## config.mk

```make
export PLATFORM = sky130hd
export DESIGN_NAME = data_mem_stage
export DESIGN_NICKNAME = d
export VERILOG_FILES = /design/src/rtl/mem_stage_pkg.sv /design/src/rtl/load_align.sv /design/src/rtl/data_mem_stage.sv
export SDC_FILE = /design/constraint.sdc
export NUM_CORES = 1
export LEC_CHECK = 0
export CAP_MARGIN = 20
export CORE_MARGIN = 5
export CORE_UTILIZATION = 46
export CTS_BUF_LIST = sky130_fd_sc_hd__clkbuf_2 sky130_fd_sc_hd__clkbuf_4 sky130_fd_sc_hd__clkbuf_8
export CTS_CLUSTER_SIZE = 28
export DETAILED_ROUTE_END_ITERATION = 16
export PLACE_DENSITY = 0.94
export SYNTH_ARGS = -nofsm -noshare
export SYNTH_HDL_FRONTEND = slang
export SYNTH_SLANG_ARGS = --single-unit
```

## constraint.sdc

```tcl
create_clock -name clk -period 4.86 [get_ports clk]
set_input_delay 0.972 -clock clk [delete_from_list [all_inputs] [get_ports clk]]
set_output_delay 0.972 -clock clk [all_outputs]
set_load 0.05 [all_outputs]
```

## src/rtl/mem_stage_pkg.sv

```systemverilog
// Shared constants for the memory-access stage: funct3 access codes, FSM
// state encoding, byte-lane masks and small sizing helpers.
package mem_stage_pkg;

    localparam logic [2:0] F3_B  = 3'b000;
    localparam logic [2:0] F3_H  = 3'b001;
    localparam logic [2:0] F3_W  = 3'b010;
    localparam logic [2:0] F3_D  = 3'b011;
    localparam logic [2:0] F3_BU = 3'b100;
    localparam logic [2:0] F3_HU = 3'b101;
    localparam logic [2:0] F3_WU = 3'b110;

    // Access size is funct3[1:0]; the code 111 lands on the doubleword size.
    localparam logic [1:0] SZ_B = 2'd0;
    localparam logic [1:0] SZ_H = 2'd1;
    localparam logic [1:0] SZ_W = 2'd2;
    localparam logic [1:0] SZ_D = 2'd3;

    localparam logic [7:0] SIZE_MASK_B = 8'h01;
    localparam logic [7:0] SIZE_MASK_H = 8'h03;
    localparam logic [7:0] SIZE_MASK_W = 8'h0F;
    localparam logic [7:0] SIZE_MASK_D = 8'hFF;

    typedef enum logic [1:0] {
        ST_IDLE = 2'd0,
        ST_REQ  = 2'd1,
        ST_DONE = 2'd2
    } state_t;

    function automatic logic [7:0] size_mask(input logic [1:0] sz);
        case (sz)
            SZ_B:    size_mask = SIZE_MASK_B;
            SZ_H:    size_mask = SIZE_MASK_H;
            SZ_W:    size_mask = SIZE_MASK_W;
            default: size_mask = SIZE_MASK_D;
        endcase
    endfunction

    function automatic logic is_aligned(input logic [1:0] sz, input logic [2:0] off);
        case (sz)
            SZ_B:    is_aligned = 1'b1;
            SZ_H:    is_aligned = (off[0] == 1'b0);
            SZ_W:    is_aligned = (off[1:0] == 2'b00);
            default: is_aligned = (off == 3'b000);
        endcase
    endfunction

endpackage

```

## src/rtl/load_align.sv

```systemverilog
// Load data path: picks the addressed lane out of an aligned doubleword and
// sign- or zero-extends it according to funct3.
module load_align
    import mem_stage_pkg::*;
(
    input  logic [63:0] dmem_rdata,
    input  logic [2:0]  off,
    input  logic [2:0]  funct3,
    output logic [63:0] ext_data
);

    logic [63:0] w_shifted;

    assign w_shifted = dmem_rdata >> {off, 3'b000};

    always_comb begin
        ext_data = w_shifted;
        case (funct3)
            F3_B:    ext_data = {{56{w_shifted[7]}},  w_shifted[7:0]};
            F3_H:    ext_data = {{48{w_shifted[15]}}, w_shifted[15:0]};
            F3_W:    ext_data = {{32{w_shifted[31]}}, w_shifted[31:0]};
            F3_BU:   ext_data = {56'd0, w_shifted[7:0]};
            F3_HU:   ext_data = {48'd0, w_shifted[15:0]};
            F3_WU:   ext_data = {32'd0, w_shifted[31:0]};
            default: ext_data = w_shifted;
        endcase
    end

endmodule

```

## src/rtl/data_mem_stage.sv

```systemverilog
// Memory-access stage: converts EX/Mem load/store control into a req/ack
// transaction on the data bus and stalls the pipeline until it completes.
module data_mem_stage
    import mem_stage_pkg::*;
(
    input  logic        clk,
    input  logic        reset,
    input  logic        EX_Mem_MemRead,
    input  logic        EX_Mem_MemWrite,
    input  logic [2:0]  EX_Mem_funct3,
    input  logic [63:0] EX_Mem_ALU_Rslt,
    input  logic [63:0] EX_Mem_Write_Data,
    input  logic        dmem_ack,
    input  logic [63:0] dmem_rdata,
    output logic [63:0] Read_Data,
    output logic        Mem_Stall,
    output logic        Mem_Misalign,
    output logic        dmem_req,
    output logic        dmem_we,
    output logic [63:0] dmem_addr,
    output logic [63:0] dmem_wdata,
    output logic [7:0]  dmem_be
);

    state_t      r_state;
    state_t      w_state_next;
    logic        r_req;
    logic        r_we;
    logic [63:0] r_addr;
    logic [63:0] r_wdata;
    logic [7:0]  r_be;
    logic [63:0] r_read_data;
    logic [2:0]  r_off;
    logic [2:0]  r_funct3;

    logic        w_access;
    logic        w_aligned;
    logic        w_start;
    logic        w_misalign;
    logic [1:0]  w_size;
    logic [2:0]  w_off;
    logic [63:0] w_load_data;

    assign w_size = EX_Mem_funct3[1:0];
    assign w_off  = EX_Mem_ALU_Rslt[2:0];

    always_comb begin
        w_access     = EX_Mem_MemRead | EX_Mem_MemWrite;
        w_aligned    = is_aligned(w_size, w_off);
        w_start      = 1'b0;
        w_misalign   = 1'b0;
        w_state_next = r_state;
        case (r_state)
            ST_IDLE: begin
                w_start    = w_access & w_aligned;
                w_misalign = w_access & ~w_aligned;
                if (w_start) w_state_next = ST_REQ;
            end
            ST_REQ:  if (dmem_ack) w_state_next = ST_DONE;
            default: w_state_next = ST_IDLE;
        endcase
    end

    // The stall must drop while reset is asserted so a frozen pipeline is released.
    assign Mem_Stall    = ~reset & (w_start | (r_state == ST_REQ));
    assign Mem_Misalign = ~reset & w_misalign;

    // Lane and extension info are taken from registered copies so the data
    // path does not depend on EX/Mem staying frozen.
    load_align u_load_align (
        .dmem_rdata (dmem_rdata),
        .off        (r_off),
        .funct3     (r_funct3),
        .ext_data   (w_load_data)
    );

    always_ff @(posedge clk) begin
        if (reset) begin
            r_state     <= ST_IDLE;
            r_req       <= 1'b0;
            r_we        <= 1'b0;
            r_addr      <= 64'd0;
            r_wdata     <= 64'd0;
            r_be        <= 8'd0;
            r_read_data <= 64'd0;
            r_off       <= 3'd0;
            r_funct3    <= 3'd0;
        end else begin
            r_state <= w_state_next;
            if (w_start) begin
                r_req    <= 1'b1;
                r_we     <= EX_Mem_MemWrite & ~EX_Mem_MemRead;
                r_addr   <= {EX_Mem_ALU_Rslt[63:3], 3'b000};
                r_wdata  <= EX_Mem_Write_Data << {w_off, 3'b000};
                r_be     <= size_mask(w_size) << w_off;
                r_off    <= w_off;
                r_funct3 <= EX_Mem_funct3;
            end
            if ((r_state == ST_REQ) && dmem_ack) begin
                r_req <= 1'b0;
                if (!r_we) r_read_data <= w_load_data;
            end
        end
    end

    assign dmem_req   = r_req;
    assign dmem_we    = r_we;
    assign dmem_addr  = r_addr;
    assign dmem_wdata = r_wdata;
    assign dmem_be    = r_be;
    assign Read_Data  = r_read_data;

endmodule
```

==> metrics.yaml, run 1 <==
global_route:
  grt_max_degree: 156
  grt_pass1_wl_um: 64470
  grt_pass1_vias: 11300
  overflow: 0
  antenna_found_initial: 0
  track_usage_pct: 30.86
worst_setup_path:
  cp_cell_sequence: "clkdlybuf4s50_1 -> o21ai_0 -> a21boi_0 -> nor3_1 -> clkdlybuf4s50_1"
  crit_path_end_kind: "output pin"
  path_delay_family: "buffers and inverters"
  cp_num_buf_inv: 2
  critical_path_peak_fanout: 10
  critPathSlowestCell: "clkdlybuf4s50_1"
  crit_path_max_incr_delay_ns: 0.84
  cp.arrival_ns: 3.14
  critPathKind: "input port to output pin"
  crit_path_start_kind: "input port"
  reg2regPathDepth: 7
  required_ns: 3.89
  crit_top_cell: "clkdlybuf4s50_1"
  worst-path-stages: 5
cells_and_area:
  fillers: 1746
  final_cell_area_sq_mm: 0.01538
  seq_area_sq_mm: 0.004146
  multiInputGateArea_sq_mm: 0.005903
  most-common-layout-cells: "clkdlybuf4s50_1, nand2_1, dfxtp_1"
  finalCoreUtilization_pct: 67.92
  diodes: 0
  layout-drive-gt1-share_pct: 9.019
  fin_cells: 1937
  nNetsFinal: 1825
  area_growth_pct: 45.43
  final_common_cell: "clkdlybuf4s50_1"
clocking:
  numCtsBuffers: 38
  clk_latency_ns: 0.53
  cts_sinks: 207
  cts_tree: "yes"
  cts_setup_buffers: 0
  cts_resized: 0
  clk_pin_slew_ns: 0.06
  cts_root_buffer: "clkbuf_8"
  hold_buffers: 0
  htree_levels: 2
  clock_tree.buffer_depth: 3
timing:
  tightestPinTransition_ns: 1.110
  rsz0062_at_grt: "false"
  hold_violations: 0
  fin_setup_tns_ns: 0
  layout_min_cycle_time_ns: 4.111
  final_max_slew_viol_count: 0
  hold_ws_ns: 0.4513
  setup_viol: 0
  fmax_ghz: 0.2433
  setup_slack_ns: 0.7491
  finalClockSkew_ns: 0.02257
  slew_headroom_pct: 26.00
  period_share_pct: 84.59
synthesis:
  synth-edff-count: 0
  syn_inst: 1292
  netlist_area_sq_mm: 0.01057
  synth_cell_types: 45
  ys_seq_area_share_pct: 39.19
  ys.flop_type: "dfxtp_1"
  yosysWarnings: 0
  synth_seq_cells: 207
  async_flop_share_pct: 0
  postSynthAreaPerCell_sq_um: 8.184
place:
  place_inst: 1868
  gp_congestion: 1.036
  hpwl_um: 30850
  dpl-instance-area_sq_mm: 0.01457
  io_buffers: 400
  dp_slack_ns: 0.7592
pwr:
  ir_drop_v: 0.0002102
  switchingPower_mw: 1.757
  p_clk_share_pct: 34.1
  power_density_mw_per_mm2: 331.8
  power.share.combinational_pct: 29.1
  p_int_mw: 3.345
  p_leak_nw: 5.438
  p_sw_share_pct: 34.44
  pwr-share-seq_pct: 36.8
  p_total_mw: 5.102
floorplan:
  std_cell_rows: 55
  die_w_um: 161.6
  pin_count: 404
  start_util_pct: 46.70
  die_area_sq_mm: 0.02612
  core_sq_mm: 0.02264
  dieHeight_um: 161.6
worst_hold_path:
  hp-class: "register to register"
  min_path_cells: 2
detailed_routing:
  vias_per_cell: 5.901
  ant_nets: 0
  drt-initial-drc-count: 1193
  wl_per_cell_um: 22.12
  first_pass_iters: 7
  remaining_drc_errors: 0
  postRouteWirelength_um: 42840
  vias: 11430
status:
  outcome: "finished clean"
flow_run:
  timing.max_cap.violations: 0
worst paths after layout:
check	slack (ns)	to	start
setup / recovery	0.75	Mem_Misalign	EX_Mem_funct3[1]
hold / removal	0.45	dmem_be[7]	dmem_be[7]
setup reg to reg	1.84	Read_Data[44]	r_off[1]
hold reg to reg	0.45	dmem_be[7]	dmem_be[7]
flip-flops by register name, summed over array words and instances, names as in the netlist:
name and count:
Read_Data 64, dmem_addr 61, dmem_be 8, dmem_req 1
dmem_wdata 64, dmem_we 1, r_funct3 3, r_off 3
r_state 2
worst reg2reg max path, stage by stage, from the launching register on:
cell	delay (ns)
dfxtp_2	0.45
buf_4	0.67
nor2b_1	0.17
mux4_2	0.52
and3_4	0.21
nor4_4	0.25
buf_4	0.41
a211oi_1	0.17
Yosys cell counts (8+ instances only):
cell type,number,share of area (%)
clkbuf_1,96,3.4
nand3b_1,11,0.78
mux4_2,16,3.4
nand2_1,227,8.1
buf_2,15,0.71
nand2b_1,10,0.59
buf_1,11,0.39
a22oi_1,9,0.64
nand3_1,10,0.47
a21oi_1,138,6.5
mux2_2,31,3.3
a211oi_1,111,7.9
nor3_1,24,1.1
or3_1,13,0.77
dfxtp_1,207,39
a21o_1,10,0.71
a211o_1,9,0.75
nor2b_1,23,1.4
o21ai_0,19,0.90
a221oi_1,14,1.2
mux2i_1,97,9.2
nor2_1,148,5.3
a2bb2oi_1,8,0.66
final cells by class:
cell class | count | area share [%]
multi-input combinational | 955 | 38.39
timing repair buffer | 420 | 27.09
sequential | 207 | 26.97
clock buffer | 58 | 4.825
tap | 285 | 2.319
clock inverter | 9 | 0.3417
inverter | 3 | 0.07323
layer usage:
layer / GRT usage (%) / wire length [um]
met5: 0 / 0
met4: 16.69 / 2576
met3: 9.594 / 4486
met2: 53.76 / 20860
met1: 33.50 / 14930
kinds of logic after synthesis:
kind of cell	count (synthesis)	share of synthesized area [%]
AO/OA/AOI/OAI	328	19.99
flip-flops	207	39.19
multiplexers	144	15.89
AND/OR/NAND/NOR	480	19.68
buffers and inverters	132	5.218
other	1	0.03546
power groups by stage:
| stage | sequential, mW | clock, mW | combinational, mW |
|---|---|---|---|
| 6_report | 1.88 | 1.74 | 1.48 |
| 3_5_place_dp | 1.91 | 0 | 1.46 |
| 4_1_cts | 1.88 | 1.77 | 1.47 |
| 2_1_floorplan | 2.26 | 0 | 0.542 |
| 5_1_grt | 1.89 | 1.85 | 1.56 |
| 3_3_place_gp | 1.90 | 0 | 1.44 |
Note: power is estimated with default switching activity, not from simulation.
==> run 2, diff against run 1 <==
- clock period: 4.86 -> 4 ns (I/O delays scaled with it)
==> run 2 against run 1 <==
Effect of this change:
- non-clock buffer count rose by 3
- register-to-register slack lost 0.94 ns
- utilization grew 0.64 points
- flip-flop and latch count is the same
- sequential share of layout area shrank 0.25 points
- critical endpoint is now Mem_Stall
- largest power group is now the clock network
- first-iteration DRC count is 13% lower
- cell count grew 0.31%
- routed wire length rose by 3.0%
- sequential power is 22% higher
- final area rose by 0.94%
- clock power increased by 34%
- via count rose by 0.17%
==> metrics.yaml, run 2 (same netlist as run 1, synthesis figures left out) <==
clocking:
  numCtsBuffers: 38  # unchanged
  cts_setup_buffers: 0  # unchanged
  cts_root_buffer: "clkbuf_8"  # unchanged
  clk_latency_ns: 0.53  # about the same
  htree_levels: 2  # unchanged
  clock_tree.buffer_depth: 3  # unchanged
  clk_pin_slew_ns: 0.06  # about the same
  cts_resized: 0  # unchanged
  cts_tree: "yes"  # unchanged
  hold_buffers: 0  # unchanged
  cts_sinks: 207  # unchanged
cells_and_area:
  final_cell_area_sq_mm: 0.01552  # was 0.01538 sq mm
  fin_cells: 1943  # was 1937
  finalCoreUtilization_pct: 68.55  # was 67.92%
  area_growth_pct: 46.79  # was 45.43%
  fillers: 1731  # was 1746
  final_common_cell: "clkdlybuf4s50_1"  # unchanged
  most-common-layout-cells: "clkdlybuf4s50_1, nand2_1, dfxtp_1"  # unchanged
  diodes: 0  # unchanged
  nNetsFinal: 1828  # was 1825
  layout-drive-gt1-share_pct: 9.409  # was 9.019%
global_route:
  overflow: 0  # unchanged
  grt_max_degree: 156  # unchanged
  grt_pass1_vias: 11340  # was 11300
  grt_pass1_wl_um: 65410  # was 64470 um
  antenna_found_initial: 1  # was 0
  track_usage_pct: 31.56  # was 30.86%
timing:
  finalClockSkew_ns: 0.02010  # was 0.02257 ns
  fin_setup_tns_ns: 0  # unchanged
  period_share_pct: 88.11
  rsz0062_at_grt: "false"  # unchanged
  fmax_ghz: 0.2837
  slew_headroom_pct: 27.91  # was 26.00%
  layout_min_cycle_time_ns: 3.524
  setup_slack_ns: 0.4756  # was 0.7491 ns
  tightestPinTransition_ns: 1.081  # was 1.110 ns
  hold_ws_ns: 0.4509  # was 0.4513 ns
  hold_violations: 0  # unchanged
  final_max_slew_viol_count: 0  # unchanged
  setup_viol: 0  # unchanged
detailed_routing:
  drt-initial-drc-count: 1043  # was 1193
  remaining_drc_errors: 0  # unchanged
  first_pass_iters: 7  # unchanged
  wl_per_cell_um: 22.70  # was 22.12 um
  postRouteWirelength_um: 44110  # was 42840 um
  vias_per_cell: 5.893  # was 5.901
  ant_nets: 0  # unchanged
  vias: 11450  # was 11430
worst_setup_path:
  critPathKind: "input port to output pin"  # unchanged
  crit_path_start_kind: "input port"  # unchanged
  cp_cell_sequence: "clkdlybuf4s50_1 -> a21o_1 -> a21boi_0 -> and2_4 -> nor2_1 -> nor2_1 -> buf_12"  # was clkdlybuf4s50_1 -> o21ai_0 -> a21boi_0 -> nor3_1 -> clkdlybuf4s50_1
  critPathSlowestCell: "clkdlybuf4s50_1"  # unchanged
  required_ns: 3.20  # was 3.89 ns
  critical_path_peak_fanout: 10  # unchanged
  crit_top_cell: "nor2_1"  # was clkdlybuf4s50_1
  crit_path_end_kind: "output pin"  # unchanged
  crit_path_max_incr_delay_ns: 0.58  # was 0.84 ns
  cp.arrival_ns: 2.72  # was 3.14 ns
floorplan:
  std_cell_rows: 55  # unchanged
  start_util_pct: 46.70  # unchanged
  pin_count: 404  # unchanged
  core_sq_mm: 0.02264  # unchanged
  die_area_sq_mm: 0.02612  # unchanged
  dieHeight_um: 161.6  # unchanged
  die_w_um: 161.6  # unchanged
pwr:
  p_total_mw: 6.454  # was 5.102 mW
  ir_drop_v: 0.0003462  # was 0.0002102 V
  p_leak_nw: 5.503  # was 5.438 nW
  p_sw_share_pct: 33.88  # was 34.44%
  p_clk_share_pct: 36.3  # was 34.1%
  pwr-share-seq_pct: 35.4  # was 36.8%
  p_int_mw: 4.268  # was 3.345 mW
  power_density_mw_per_mm2: 415.8  # was 331.8 mW/mm^2
  power.share.combinational_pct: 28.3  # was 29.1%
  switchingPower_mw: 2.186  # was 1.757 mW
status:
  outcome: "finished clean"  # unchanged
place:
  gp_congestion: 0.9779  # was 1.036
  dpl-instance-area_sq_mm: 0.01462  # was 0.01457 sq mm
  place_inst: 1872  # was 1868
  dp_slack_ns: 0.4067  # was 0.7592 ns
  hpwl_um: 31840  # was 30850 um
  io_buffers: 400  # unchanged
worst_hold_path:
  hp-class: "register to register"  # unchanged
flow_run:
  timing.max_cap.violations: 0  # unchanged
## run 2: cell types whose count changed in the layout (fill, tap and decap cells not counted)
cell,delta
clkbuf_4,-3
buf_12,+2
inv_6,-2
clkinv_2,+1
clkinv_4,+1
inv_8,+1
buf_4,+3
clkinvlp_4,+1
bufinv_16,+3
clkbuf_8,+1
buf_2,-1
clkdlybuf4s50_1,-1
## run 2: power by group through the flow
stage	clock network [mW]	logic (mW)	registers, mW
floorplan	0	0.658	2.75
global placement	0	1.77	2.32
detailed placement	0	1.79	2.32
CTS	2.37	1.81	2.28
global route	2.45	1.91	2.30
finish	2.34	1.83	2.29
## run 2: worst max-delay path, delay by kind of cell
family / cells / cell delay [ns]
AND/OR/NAND/NOR: 3 / 0.50
AO/OA/AOI/OAI: 2 / 0.68
buffers and inverters: 2 / 0.75
## run 2: cell type report
class | count | area, sq um | share of cell area (%)
Clock buffer | 56 | 733.2 | 4.724
Clock inverter | 14 | 157.7 | 1.016
Inverter | 3 | 11.26 | 0.07255
Multi-Input combinational cell | 955 | 5903 | 38.03
Sequential cell | 207 | 4146 | 26.72
Tap cell | 285 | 356.6 | 2.297
Timing Repair Buffer | 423 | 4213 | 27.14
## run 2: worst paths after layout
| check | from | endpoint | slack (ns) | depth (start not counted) |
|---|---|---|---|---|
| setup / recovery | EX_Mem_funct3[1] | Mem_Stall | 0.48 | 7 |
| hold / removal | dmem_wdata[26] | dmem_wdata[26] | 0.45 | 2 |
| setup reg to reg | r_off[1] | Read_Data[56] | 0.90 | 7 |
| hold reg to reg | dmem_wdata[26] | dmem_wdata[26] | 0.45 | 2 |
## run 2: routing by layer
layer	up-vias	global-route usage (%)	wire length [um]
met3	165	10.44	4886
met5	-	0	19
met1	5319	33.99	15350
met2	727	53.74	20900
li1	5238	-	-
met4	2	19.30	2953
